===== src/rtl/ux607_icache_pkg.sv =====
// Shared types and sizing helpers for the I-cache refill write path.
package ux607_icache_pkg;

    localparam int unsigned IDXW_DEF  = 6;
    localparam int unsigned BEATS_DEF = 4;
    localparam int unsigned DW_DEF    = 64;
    localparam int unsigned MW_DEF    = 8;

    typedef enum logic [1:0] {
        ST_IDLE = 2'd0,
        ST_FILL = 2'd1,
        ST_DONE = 2'd2
    } state_e;

    // RAM address = {line index, beat offset}
    function automatic int unsigned addr_w(input int unsigned idxw, input int unsigned beats);
        return idxw + $unsigned($clog2(beats));
    endfunction

endpackage


===== src/rtl/ux607_icache_refill_wr_if.sv =====
// Refill, fetch-read and RAM-macro signals of the I-cache data RAM write front end.
interface ux607_icache_refill_wr_if #(
    parameter int unsigned IDXW  = ux607_icache_pkg::IDXW_DEF,
    parameter int unsigned BEATS = ux607_icache_pkg::BEATS_DEF,
    parameter int unsigned DW    = ux607_icache_pkg::DW_DEF,
    parameter int unsigned MW    = ux607_icache_pkg::MW_DEF
);
    localparam int unsigned AW = ux607_icache_pkg::addr_w(IDXW, BEATS);

    logic            fill_start;
    logic [IDXW-1:0] fill_idx;
    logic            beat_valid;
    logic            beat_ready;
    logic [DW-1:0]   beat_data;
    logic            beat_err;
    logic            fill_done;
    logic            fill_err;
    logic            rd_req;
    logic [AW-1:0]   rd_addr;
    logic            rd_gnt;
    logic            rd_rsp_valid;
    logic [DW-1:0]   rd_rsp_data;
    logic            ram_cs;
    logic [AW-1:0]   ram_addr;
    logic [MW-1:0]   ram_wem;
    logic [DW-1:0]   ram_din;
    logic [DW-1:0]   ram_dout;

    modport slave (
        input  fill_start, fill_idx, beat_valid, beat_data, beat_err, rd_req, rd_addr, ram_dout,
        output beat_ready, fill_done, fill_err, rd_gnt, rd_rsp_valid, rd_rsp_data,
               ram_cs, ram_addr, ram_wem, ram_din
    );

    modport master (
        output fill_start, fill_idx, beat_valid, beat_data, beat_err, rd_req, rd_addr, ram_dout,
        input  beat_ready, fill_done, fill_err, rd_gnt, rd_rsp_valid, rd_rsp_data,
               ram_cs, ram_addr, ram_wem, ram_din
    );

endinterface


===== src/rtl/ux607_icache_refill_fifo.sv =====
// Two-entry valid/ready FIFO holding refill beats ({err,data}) until the RAM is free.
module ux607_icache_refill_fifo #(
    parameter int unsigned W = 65
) (
    input  logic         clk,
    input  logic         rst,
    input  logic         i_in_valid,
    output logic         o_in_ready,
    input  logic [W-1:0] i_in_data,
    output logic         o_out_valid,
    input  logic         i_out_ready,
    output logic [W-1:0] o_out_data,
    output logic         o_full
);
    logic [W-1:0] r_mem [2];
    logic         r_wptr;
    logic         r_rptr;
    logic [1:0]   r_cnt;
    logic         w_push;
    logic         w_pop;

    assign o_full      = (r_cnt == 2'd2);
    assign o_out_valid = (r_cnt != 2'd0);
    assign o_out_data  = r_mem[r_rptr];
    // a full FIFO still takes a push when the head leaves in the same cycle
    assign o_in_ready  = !o_full || i_out_ready;
    assign w_push      = i_in_valid && o_in_ready;
    assign w_pop       = i_out_ready && o_out_valid;

    always_ff @(posedge clk) begin
        if (rst) begin
            r_wptr <= 1'b0;
            r_rptr <= 1'b0;
            r_cnt  <= 2'd0;
        end else begin
            if (w_push) r_wptr <= ~r_wptr;
            if (w_pop)  r_rptr <= ~r_rptr;
            r_cnt <= r_cnt + 2'(w_push) - 2'(w_pop);
        end
    end

    always_ff @(posedge clk) begin
        if (w_push) r_mem[r_wptr] <= i_in_data;
    end

endmodule


===== src/rtl/ux607_icache_refill_wr.sv =====
// I-cache data RAM write front end: buffers refill beats, sequences line-fill writes and
// shares the single-port RAM with fetch reads.
module ux607_icache_refill_wr
    import ux607_icache_pkg::*;
#(
    parameter int unsigned IDXW  = IDXW_DEF,
    parameter int unsigned BEATS = BEATS_DEF,
    parameter int unsigned DW    = DW_DEF,
    parameter int unsigned MW    = MW_DEF
) (
    input logic                     clk,
    input logic                     rst,
    ux607_icache_refill_wr_if.slave bus
);
    localparam int unsigned AW  = addr_w(IDXW, BEATS);
    localparam int unsigned CW  = $clog2(BEATS);
    localparam int unsigned ACW = CW + 1;
    localparam int unsigned FW  = DW + 1;

    state_e          r_state;
    state_e          w_state_nxt;
    logic [IDXW-1:0] r_fill_idx;
    logic [CW-1:0]   r_beat_cnt;
    logic [ACW-1:0]  r_acc_cnt;
    logic            r_err;
    logic            r_rsp_valid;
    logic [AW-1:0]   r_ram_addr;
    logic [DW-1:0]   r_ram_din;

    logic            w_beat_ready;
    logic            w_fill_done;
    logic            w_fill_err;
    logic            w_push;
    logic            w_pop;
    logic            w_rd_gnt;
    logic            w_last_wr;
    logic            w_ram_cs;
    logic [AW-1:0]   w_ram_addr;
    logic [DW-1:0]   w_ram_din;
    logic            w_fifo_in_ready;
    logic            w_fifo_out_valid;
    logic            w_fifo_full;
    logic [FW-1:0]   w_fifo_head;

    ux607_icache_refill_fifo #(.W(FW)) u_fifo (
        .clk         (clk),
        .rst         (rst),
        .i_in_valid  (w_push),
        .o_in_ready  (w_fifo_in_ready),
        .i_in_data   ({bus.beat_err, bus.beat_data}),
        .o_out_valid (w_fifo_out_valid),
        .i_out_ready (w_pop),
        .o_out_data  (w_fifo_head),
        .o_full      (w_fifo_full)
    );

    // Arbiter: a full FIFO must drain, otherwise fetch reads take priority.
    assign w_rd_gnt   = bus.rd_req && !w_fifo_full;
    assign w_pop      = w_fifo_out_valid && !w_rd_gnt;
    assign w_push     = bus.beat_valid && w_beat_ready && w_fifo_in_ready;
    assign w_last_wr  = w_pop && (r_beat_cnt == CW'(BEATS - 1));
    assign w_ram_cs   = w_pop || w_rd_gnt;
    assign w_ram_addr = w_pop ? {r_fill_idx, r_beat_cnt} : (w_rd_gnt ? bus.rd_addr : r_ram_addr);
    assign w_ram_din  = w_pop ? w_fifo_head[DW-1:0] : r_ram_din;

    always_comb begin
        w_state_nxt  = r_state;
        w_beat_ready = 1'b0;
        w_fill_done  = 1'b0;
        w_fill_err   = 1'b0;
        unique case (r_state)
            ST_IDLE: begin
                if (bus.fill_start) w_state_nxt = ST_FILL;
            end
            ST_FILL: begin
                w_beat_ready = !w_fifo_full && (r_acc_cnt < ACW'(BEATS));
                if (w_last_wr) w_state_nxt = ST_DONE;
            end
            ST_DONE: begin
                w_fill_done = 1'b1;
                w_fill_err  = r_err;
                w_state_nxt = ST_IDLE;
            end
            default: w_state_nxt = ST_IDLE;
        endcase
    end

    always_ff @(posedge clk) begin
        if (rst) r_state <= ST_IDLE;
        else     r_state <= w_state_nxt;
    end

    always_ff @(posedge clk) begin
        if (rst) begin
            r_fill_idx  <= '0;
            r_beat_cnt  <= '0;
            r_acc_cnt   <= '0;
            r_err       <= 1'b0;
            r_rsp_valid <= 1'b0;
            r_ram_addr  <= '0;
            r_ram_din   <= '0;
        end else begin
            if ((r_state == ST_IDLE) && bus.fill_start) begin
                r_fill_idx <= bus.fill_idx;
                r_beat_cnt <= '0;
                r_acc_cnt  <= '0;
            end
            if (w_push) r_acc_cnt <= r_acc_cnt + ACW'(1);
            // errored beats are still written; the cache FSM invalidates the line
            if (w_pop) begin
                r_beat_cnt <= r_beat_cnt + CW'(1);
                if (w_fifo_head[DW]) r_err <= 1'b1;
            end
            if (r_state == ST_DONE) r_err <= 1'b0;
            r_rsp_valid <= w_rd_gnt;
            if (w_ram_cs) r_ram_addr <= w_ram_addr;
            if (w_pop)    r_ram_din  <= w_ram_din;
        end
    end

    assign bus.beat_ready   = w_beat_ready;
    assign bus.fill_done    = w_fill_done;
    assign bus.fill_err     = w_fill_err;
    assign bus.rd_gnt       = w_rd_gnt;
    assign bus.rd_rsp_valid = r_rsp_valid;
    assign bus.rd_rsp_data  = bus.ram_dout;
    assign bus.ram_cs       = w_ram_cs;
    assign bus.ram_addr     = w_ram_addr;
    assign bus.ram_wem      = w_pop ? {MW{1'b1}} : {MW{1'b0}};
    assign bus.ram_din      = w_ram_din;

endmodule


===== src/flat_wrapper.sv =====
// flat-port wrapper written by rule: the top's interface ports become plain ports
module ux607_icache_refill_wr_flat import ux607_icache_pkg::*;
#(
    parameter int unsigned IDXW  = IDXW_DEF,
    parameter int unsigned BEATS = BEATS_DEF,
    parameter int unsigned DW    = DW_DEF,
    parameter int unsigned MW    = MW_DEF
)
  (clk, rst, bus_fill_start, bus_fill_idx, bus_beat_valid, bus_beat_data, bus_beat_err, bus_rd_req, bus_rd_addr, bus_ram_dout, bus_beat_ready, bus_fill_done, bus_fill_err, bus_rd_gnt, bus_rd_rsp_valid, bus_rd_rsp_data, bus_ram_cs, bus_ram_addr, bus_ram_wem, bus_ram_din);
  ux607_icache_refill_wr_if #(.IDXW(IDXW), .BEATS(BEATS), .DW(DW), .MW(MW)) bus_i ();
  input logic clk;
  input logic rst;
  input wire logic [$bits(bus_i.fill_start)-1:0] bus_fill_start;
  input wire logic [$bits(bus_i.fill_idx)-1:0] bus_fill_idx;
  input wire logic [$bits(bus_i.beat_valid)-1:0] bus_beat_valid;
  input wire logic [$bits(bus_i.beat_data)-1:0] bus_beat_data;
  input wire logic [$bits(bus_i.beat_err)-1:0] bus_beat_err;
  input wire logic [$bits(bus_i.rd_req)-1:0] bus_rd_req;
  input wire logic [$bits(bus_i.rd_addr)-1:0] bus_rd_addr;
  input wire logic [$bits(bus_i.ram_dout)-1:0] bus_ram_dout;
  output wire logic [$bits(bus_i.beat_ready)-1:0] bus_beat_ready;
  output wire logic [$bits(bus_i.fill_done)-1:0] bus_fill_done;
  output wire logic [$bits(bus_i.fill_err)-1:0] bus_fill_err;
  output wire logic [$bits(bus_i.rd_gnt)-1:0] bus_rd_gnt;
  output wire logic [$bits(bus_i.rd_rsp_valid)-1:0] bus_rd_rsp_valid;
  output wire logic [$bits(bus_i.rd_rsp_data)-1:0] bus_rd_rsp_data;
  output wire logic [$bits(bus_i.ram_cs)-1:0] bus_ram_cs;
  output wire logic [$bits(bus_i.ram_addr)-1:0] bus_ram_addr;
  output wire logic [$bits(bus_i.ram_wem)-1:0] bus_ram_wem;
  output wire logic [$bits(bus_i.ram_din)-1:0] bus_ram_din;
  assign bus_i.fill_start = bus_fill_start;
  assign bus_i.fill_idx = bus_fill_idx;
  assign bus_i.beat_valid = bus_beat_valid;
  assign bus_i.beat_data = bus_beat_data;
  assign bus_i.beat_err = bus_beat_err;
  assign bus_i.rd_req = bus_rd_req;
  assign bus_i.rd_addr = bus_rd_addr;
  assign bus_i.ram_dout = bus_ram_dout;
  assign bus_beat_ready = bus_i.beat_ready;
  assign bus_fill_done = bus_i.fill_done;
  assign bus_fill_err = bus_i.fill_err;
  assign bus_rd_gnt = bus_i.rd_gnt;
  assign bus_rd_rsp_valid = bus_i.rd_rsp_valid;
  assign bus_rd_rsp_data = bus_i.rd_rsp_data;
  assign bus_ram_cs = bus_i.ram_cs;
  assign bus_ram_addr = bus_i.ram_addr;
  assign bus_ram_wem = bus_i.ram_wem;
  assign bus_ram_din = bus_i.ram_din;
  ux607_icache_refill_wr #(.IDXW(IDXW), .BEATS(BEATS), .DW(DW), .MW(MW)) u_core (.clk(clk), .rst(rst), .bus(bus_i));
endmodule

===== config.mk =====
export PLATFORM = sky130hd
export DESIGN_NAME = ux607_icache_refill_wr_flat
export DESIGN_NICKNAME = d
export VERILOG_FILES = /design/src/rtl/ux607_icache_pkg.sv /design/src/rtl/ux607_icache_refill_wr_if.sv /design/src/rtl/ux607_icache_refill_fifo.sv /design/src/rtl/ux607_icache_refill_wr.sv /design/src/flat_wrapper.sv
export SDC_FILE = /design/constraint.sdc
export NUM_CORES = 1
export LEC_CHECK = 0
export ABC_AREA = 0
export ABC_CLOCK_PERIOD_IN_PS = 9700
export BUFFER_PORTS_ARGS = -buffer_cell sky130_fd_sc_hd__buf_2
export CAP_MARGIN = 20
export CORE_MARGIN = 1.5
export CORE_UTILIZATION = 55
export DETAILED_ROUTE_END_ITERATION = 7
export PLACE_DENSITY = 0.85
export SLEW_MARGIN = 20
export SYNTH_ARGS = -nofsm -noshare
export SYNTH_HDL_FRONTEND = slang
export SYNTH_SLANG_ARGS = --single-unit

===== constraint.sdc =====
create_clock -name clk -period 9.7 [get_ports clk]
set_input_delay 0.485 -clock clk [delete_from_list [all_inputs] [get_ports clk]]
set_output_delay 0.485 -clock clk [all_outputs]
set_load 0.02 [all_outputs]

==> results of run 1 <==
-- cells in the final DEF (no fill, tap or decap), types with 9 or more instances in the layout --
cell	netlist	layout
edfxtp_1	130	130
clkbuf_16	0	23
a21oi_1	12	12
nor3_1	131	131
nor2b_1	69	68
a31oi_1	9	9
and3_1	9	9
a221oi_1	48	48
nor2_1	79	78
nand2_1	29	29
a221oi_2	16	16
dfxtp_1	92	91
buf_2	29	168
-- sequential cells by signal (all words and copies together) (netlist names), named ones only --
register / flops
u_core.r_beat_cnt: 2
u_core.u_fifo.r_mem: 130
u_core.r_err: 1
u_core.r_ram_din: 64
u_core.r_fill_idx: 6
u_core.u_fifo.r_cnt: 2
u_core.r_ram_addr: 8
u_core.r_state: 2
u_core.bus.rd_rsp_valid: 1
u_core.r_acc_cnt: 3
u_core.u_fifo.r_wptr: 1
u_core.u_fifo.r_rptr: 1
-- through the flow --
step / setup slack, ps / utilization / hold WS [ps] / cells / cell area [sq um]
floorplan: 5510 / - / 436 / 824 / 9480
global placement: 6310 / 0.588 / 447 / 1081 / 9810
detailed placement: 6250 / 0.588 / 454 / 1081 / 9810
CTS: 6050 / 0.630 / 149 / 1123 / 10500
global route: 5900 / 0.630 / 150 / 1125 / 10500
finish: 6070 / 0.630 / 167 / 1126 / 10500
-- critical path: cells and delay by family (launching register included) --
kind,cells,cell delay [ps]
flops,1,810
simple gates,3,1130
buf+inv,2,690
-- logic make-up (layout without fill, tap and decap cells) --
kind of cell	after synthesis	in the layout	share of synthesized area
compound gates	104	104	0.103
xor+xnor	1	1	0.000924
fa+ha+maj	4	4	0.00528
buf+inv	139	218	0.0917
flops	222	222	0.606
mux	4	4	0.00462
other cells	0	3	0
simple gates	350	350	0.188
-- synth_stat cells --
library cell	count
a2111oi_4	1
a211oi_2	8
a21o_1	8
a21oi_1	12
a221oi_1	48
a221oi_2	16
a31oi_1	9
and2_1	5
and2b_1	3
and3_1	9
buf_1	1
buf_2	29
buf_4	79
buf_6	2
clkbuf_1	25
dfxtp_1	92
edfxtp_1	130
ha_1	4
inv_1	3
mux2_2	3
mux2i_1	1
nand2_1	29
nand2_2	1
nand2b_1	4
nand3_1	1
nand3b_1	1
nand4_1	3
nor2_1	79
nor2b_1	69
nor3_1	131
nor3b_1	2
o21ai_0	1
o31ai_1	1
or2_2	1
or3_1	3
or3b_1	8
or3b_2	1
xor2_1	1
-- layout make-up --
class / count / area (sq um)
clock buffers: 34 / 651
fillers: 1282 / 6180
multi-input cells: 463 / 2900
clock inverters: 8 / 52.6
flip-flops and latches: 222 / 5750
well taps: 220 / 275
repair buffers: 173 / 878
diodes: 3 / 7.51
inverters: 3 / 11.3
-- how the worst max path moves through the flow --
stage                           startpoint                    endpoint  slack [ps]  cells past startpoint
floorplan                   bus_beat_valid   u_core.u_fifo.r_mem[0][0]        5510                      5
global placement    u_core.u_fifo.r_cnt[0]  u_core.u_fifo.r_mem[0][41]        6310                      5
detailed placement  u_core.u_fifo.r_cnt[0]  u_core.u_fifo.r_mem[0][41]        6250                      5
CTS                 u_core.u_fifo.r_cnt[0]             bus_ram_din[62]        6050                      5
global route        u_core.u_fifo.r_cnt[0]             bus_ram_din[31]        5900                      5
finish              u_core.u_fifo.r_cnt[0]             bus_ram_din[62]        6070                      5
-- power breakdown --
| group | switching, mW | internal (mW) |
|---|---|---|
| logic | 0.901 | 0.455 |
| clock network | 0.347 | 0.467 |
| registers | 0.100 | 1.17 |
-- per-layer routing --
metal / track usage / share of wire / wire length [um]
met2: 0.401 / 0.51 / 10900
met4: 0.0824 / 0.025 / 544
met3: 0.0658 / 0.098 / 2100
met5: 0 / 0 / 0
met1: 0.267 / 0.37 / 7840
==> results.sh, run 1 <==
export IMPL_grt_ovfl_total=0
export IMPL_vias=6457
export IMPL_grt_max_degree=96
export IMPL_htree_levels=1
export IMPL_syn_area_sq_mm=0.00948
export IMPL_hold_viol=0
export IMPL_die_y_um=134
export IMPL_wl_per_cell_um=19.0
export IMPL_synth_yosys_warnings=0
export IMPL_drtIter0Drc=481
export IMPL_holdPathStages=1
export IMPL_grt_setup_unrepaired="false"
export IMPL_yosys_area_top_type_share=0.412
export IMPL_clockBufferDepth=3
export IMPL_r2r_slack_ps=6240
export IMPL_row_count=47
export IMPL_layout_nets=1038
export IMPL_start_kind="flop"
export IMPL_syn_nets=976
export IMPL_power_leakage_nw=3.98
export IMPL_drc=0
export IMPL_synthTopCellsByArea="edfxtp_1 (41%), dfxtp_1 (19%), nor3_1 (6.9%)"
export IMPL_clk_latency_ps=500
export IMPL_cp_data_arrival_time_ps=3150
export IMPL_fmax_mhz=275
export IMPL_clock_sinks=222
export IMPL_cap_violations=0
export IMPL_ys_types=38
export IMPL_crit_type="flop to output pin"
export IMPL_finalWirelength_mm=21.4
export IMPL_cts_hold_fix_buffers=0
export IMPL_ios=298
export IMPL_p_per_area_mw_per_mm2=326
export IMPL_cp_data_required_time_ps=9220
export IMPL_slew_viol_final=0
export IMPL_die_area_sq_mm=0.0180
export IMPL_grt_pass1_vias=6221
export IMPL_syn_inst=824
export IMPL_r2r_start="u_core.u_fifo.r_cnt[0]"
export IMPL_grt_pass1_wl_mm=32.6
export IMPL_numCtsBuffers=23
export IMPL_finalCritPeriodShare=0.374
export IMPL_tns_ps=0
export IMPL_seq_area_frac_synth=0.606
export IMPL_ir_drop_mv=0.192
export IMPL_skew_ps=13.6
export IMPL_path_clk_slew_ps=60
export IMPL_fp_coreArea_sq_mm=0.0167
export IMPL_grtUsageTotal=0.228
export IMPL_ys_ff_latch=222
export IMPL_cts_root_buffer="clkbuf_16"
export IMPL_routed_via_density=5.73
export IMPL_cp_slowest_cell="nor2b_4"
export IMPL_yosysTopAreaCell="edfxtp_1"
export IMPL_cts_tree="done"
export IMPL_status="finished clean"
export IMPL_setup_viol=0
export IMPL_gp_congestion=0.808
export IMPL_initial_core_util=0.568
export IMPL_rr_endpoint="u_core.u_fifo.r_mem[0][25]"
export IMPL_design_power_total_mw=3.44
export IMPL_dr_pass1_iters=5
export IMPL_drive_above_1_share=0.270
export IMPL_portBuffers=169
export IMPL_fin_crit_ps=3630
export IMPL_drtAntennaViolNets=0
export IMPL_syn_avg_cell_area_sq_um=11.5
export IMPL_syn_to_final_growth_pct=11.0
export IMPL_holdPathEnd="u_core.u_fifo.r_mem[1][29]"
export IMPL_post_cts_buffers=0
export IMPL_place_hpwl_mm=13.5
export IMPL_cts_resized_gates=0
export IMPL_hp_class="input port to flop"
export IMPL_crit_path_end_kind="output pin"
export IMPL_fp_dieW_um=134
export IMPL_relSlewSlack=0.284
export IMPL_antenna_found_initial=3
export IMPL_reg2reg_depth=5
export IMPL_min_from="bus_beat_data[29]"
export IMPL_worst_slew_pin_slew_ps=1070
export IMPL_cp_max_fo=33
export IMPL_cpPeakStageDelay_ps=820
export IMPL_path_cells="nor2b_4, buf_4, nor3_1, nor2_1, buf_2"
(Power assumes the default switching activity.)
==> run 2: changes to the inputs <==
--- a/config.mk
+++ b/config.mk
@@ -6,13 +6,13 @@
 export NUM_CORES = 1
 export LEC_CHECK = 0
 export ABC_AREA = 0
-export ABC_CLOCK_PERIOD_IN_PS = 9700
+export ABC_CLOCK_PERIOD_IN_PS = 3400
 export BUFFER_PORTS_ARGS = -buffer_cell sky130_fd_sc_hd__buf_2
 export CAP_MARGIN = 20
 export CORE_MARGIN = 1.5
-export CORE_UTILIZATION = 55
+export CORE_UTILIZATION = 51
 export DETAILED_ROUTE_END_ITERATION = 7
-export PLACE_DENSITY = 0.85
+export PLACE_DENSITY = 0.8
 export SLEW_MARGIN = 20
 export SYNTH_ARGS = -nofsm -noshare
 export SYNTH_HDL_FRONTEND = slang
==> constraint.sdc (replaced) <==
create_clock -name clk -period 3.4 [get_ports clk]
set_input_delay 0.17 -clock clk [delete_from_list [all_inputs] [get_ports clk]]
set_output_delay 0.17 -clock clk [all_outputs]
set_load 0.02 [all_outputs]
==> results.sh, run 2 (synthesis gave the netlist of run 1 again) <==
export IMPL_status="finished, violations left"
export IMPL_violations="design-rule violations"
export IMPL_finalWirelength_mm=23.2
export IMPL_post_cts_buffers=0
export IMPL_ios=298
export IMPL_clk_latency_ps=520
export IMPL_die_area_sq_mm=0.0194
export IMPL_finalCritPeriodShare=0.925
export IMPL_fp_coreArea_sq_mm=0.0181
export IMPL_layout_nets=1117
export IMPL_layout_commonest_cell="buf_2"
export IMPL_clock_sinks=222
export IMPL_die_y_um=139
export IMPL_post_place_ws_ps=789
export IMPL_path_clk_slew_ps=70
export IMPL_cap_violations=0
export IMPL_wl_per_cell_um=19.2
export IMPL_drive_above_1_share=0.261
export IMPL_crit_path_end_kind="output pin"
export IMPL_cp_data_arrival_time_ps=2980
export IMPL_hold_viol=0
export IMPL_antenna_cells=0
export IMPL_power_leakage_nw=4.37
export IMPL_drc=26
export IMPL_clockBufferDepth=3
export IMPL_slew_viol_final=0
export IMPL_routed_via_density=5.56
export IMPL_r2r_slack_ps=900
export IMPL_tns_ps=0
export IMPL_grt_ovfl_total=0
export IMPL_start_kind="flop"
export IMPL_gp_congestion=0.805
export IMPL_htree_levels=1
export IMPL_fmax_mhz=318
export IMPL_final_cell_area_sq_mm=0.0114
export IMPL_p_per_area_mw_per_mm2=894
export IMPL_post_dp_cell_area_sq_mm=0.00991
export IMPL_grt_pass1_wl_mm=35.8
export IMPL_row_count=49
export IMPL_hp_class="input port to flop"
export IMPL_dp_cells=1097
export IMPL_top_register="u_core.u_fifo.r_mem"
export IMPL_relSlewSlack=0.358
export IMPL_initial_core_util=0.524
export IMPL_antenna_found_initial=0
export IMPL_worst_slew_pin_slew_ps=962
export IMPL_grt_max_degree=74
export IMPL_final_cell_count_no_fill=1212
export IMPL_cts_resized_gates=0
export IMPL_cp_data_required_time_ps=3230
export IMPL_place_hpwl_mm=14.0
export IMPL_drtAntennaViolNets=0
export IMPL_portBuffers=169
export IMPL_cts_tree="done"
export IMPL_grt_pass1_vias=6656
export IMPL_crit_type="flop to output pin"
export IMPL_final_cell_mix="buf_2 (168), nor3_1 (131), edfxtp_1 (130)"
export IMPL_drtIter0Drc=573
export IMPL_design_power_total_mw=10.2
export IMPL_cts_root_buffer="clkbuf_16"
export IMPL_largest_reg_flops=130
export IMPL_fin_crit_ps=3150
export IMPL_grt_setup_unrepaired="false"
export IMPL_fp_dieW_um=139
export IMPL_vias=6733
export IMPL_skew_ps=18.2
export IMPL_grtUsageTotal=0.231
export IMPL_cp_max_fo=70
export IMPL_ir_drop_mv=0.621
export IMPL_dr_pass1_iters=8
export IMPL_timing_final_ws_setup_ps=255
export IMPL_setup_viol=0
export IMPL_syn_to_final_growth_pct=20.6
export IMPL_largestRegisters="u_core.u_fifo.r_mem (130), u_core.r_ram_din (64), u_core.r_ram_addr (8)"
export IMPL_numCtsBuffers=24
==> run 2: changes by cell type in the layout (fill, tap and decap cells not counted) <==
cell           previous run  this run
buf_12                    0         3
buf_4                     5         9
bufinv_16                 0         1
clkbuf_1                  7         2
clkbuf_16                23        26
clkbuf_4                  1         0
clkbuf_8                  3         4
clkinv_1                  2         3
clkinv_2                  4         6
clkinvlp_4                0         1
diode_2                   3         0
dlygate4sd3_1             0        71
inv_6                     1         0
==> run 2: worst max-delay path, stage by stage (launching register included) <==
cell and delay (ps):
dfxtp_1 790, nand2b_4 260, buf_4 720, a221oi_1 240, nor2_1 210, buf_2 200
==> run 2: worst paths after layout <==
kind / from / end / cells after the start
worst max-delay path: u_core.u_fifo.r_cnt[0] / bus_ram_din[30] / 5
worst min-delay path: bus_rd_addr[2] / u_core.r_ram_addr[2] / 4
worst max register to register: u_core.u_fifo.r_cnt[0] / u_core.u_fifo.r_cnt[1] / 9
worst min register to register: u_core.r_fill_idx[3] / u_core.r_fill_idx[3] / 2
==> run 2: layer usage <==
metal | up-vias | wire length, um | track usage
met5 | - | 0 | 0
met3 | 58 | 1870 | 0.0619
li1 | 3216 | - | -
met4 | 0 | 779 | 0.0845
met2 | 290 | 12000 | 0.416
met1 | 3169 | 8610 | 0.264
==> run 2: area by class of cell <==
class	instances	area, sq um
clock buffers	32	713
clock inverters	12	95.1
fillers	1365	6650
inverters	3	11.3
multi-input cells	463	2900
flip-flops and latches	222	5750
well taps	229	287
repair buffers	251	1680
==> run 2: stage by stage <==
| stage | hold WS, ps | utilization |
|---|---|---|
| floorplan | 269 | - |
| CTS | 52.5 | 0.632 |
| finish | 61.3 | 0.632 |
| detailed placement | 340 | 0.548 |
| global placement | 340 | 0.548 |
| global route | 69.1 | 0.632 |
==> run 2: power breakdown <==
part	internal [mW]	switching, mW	leakage (nW)
combinational	1.39	2.66	2.03
sequential	3.32	0.243	1.94
clock	1.55	1.05	0.401
==> run 2: timing repair <==
| action | 4_1_cts | 5_1_grt |
|---|---|---|
| endpoints found under the setup margin | 0 | 0 |
| hold endpoints to repair | 136 | 0 |
| hold buffers | 71 | 0 |
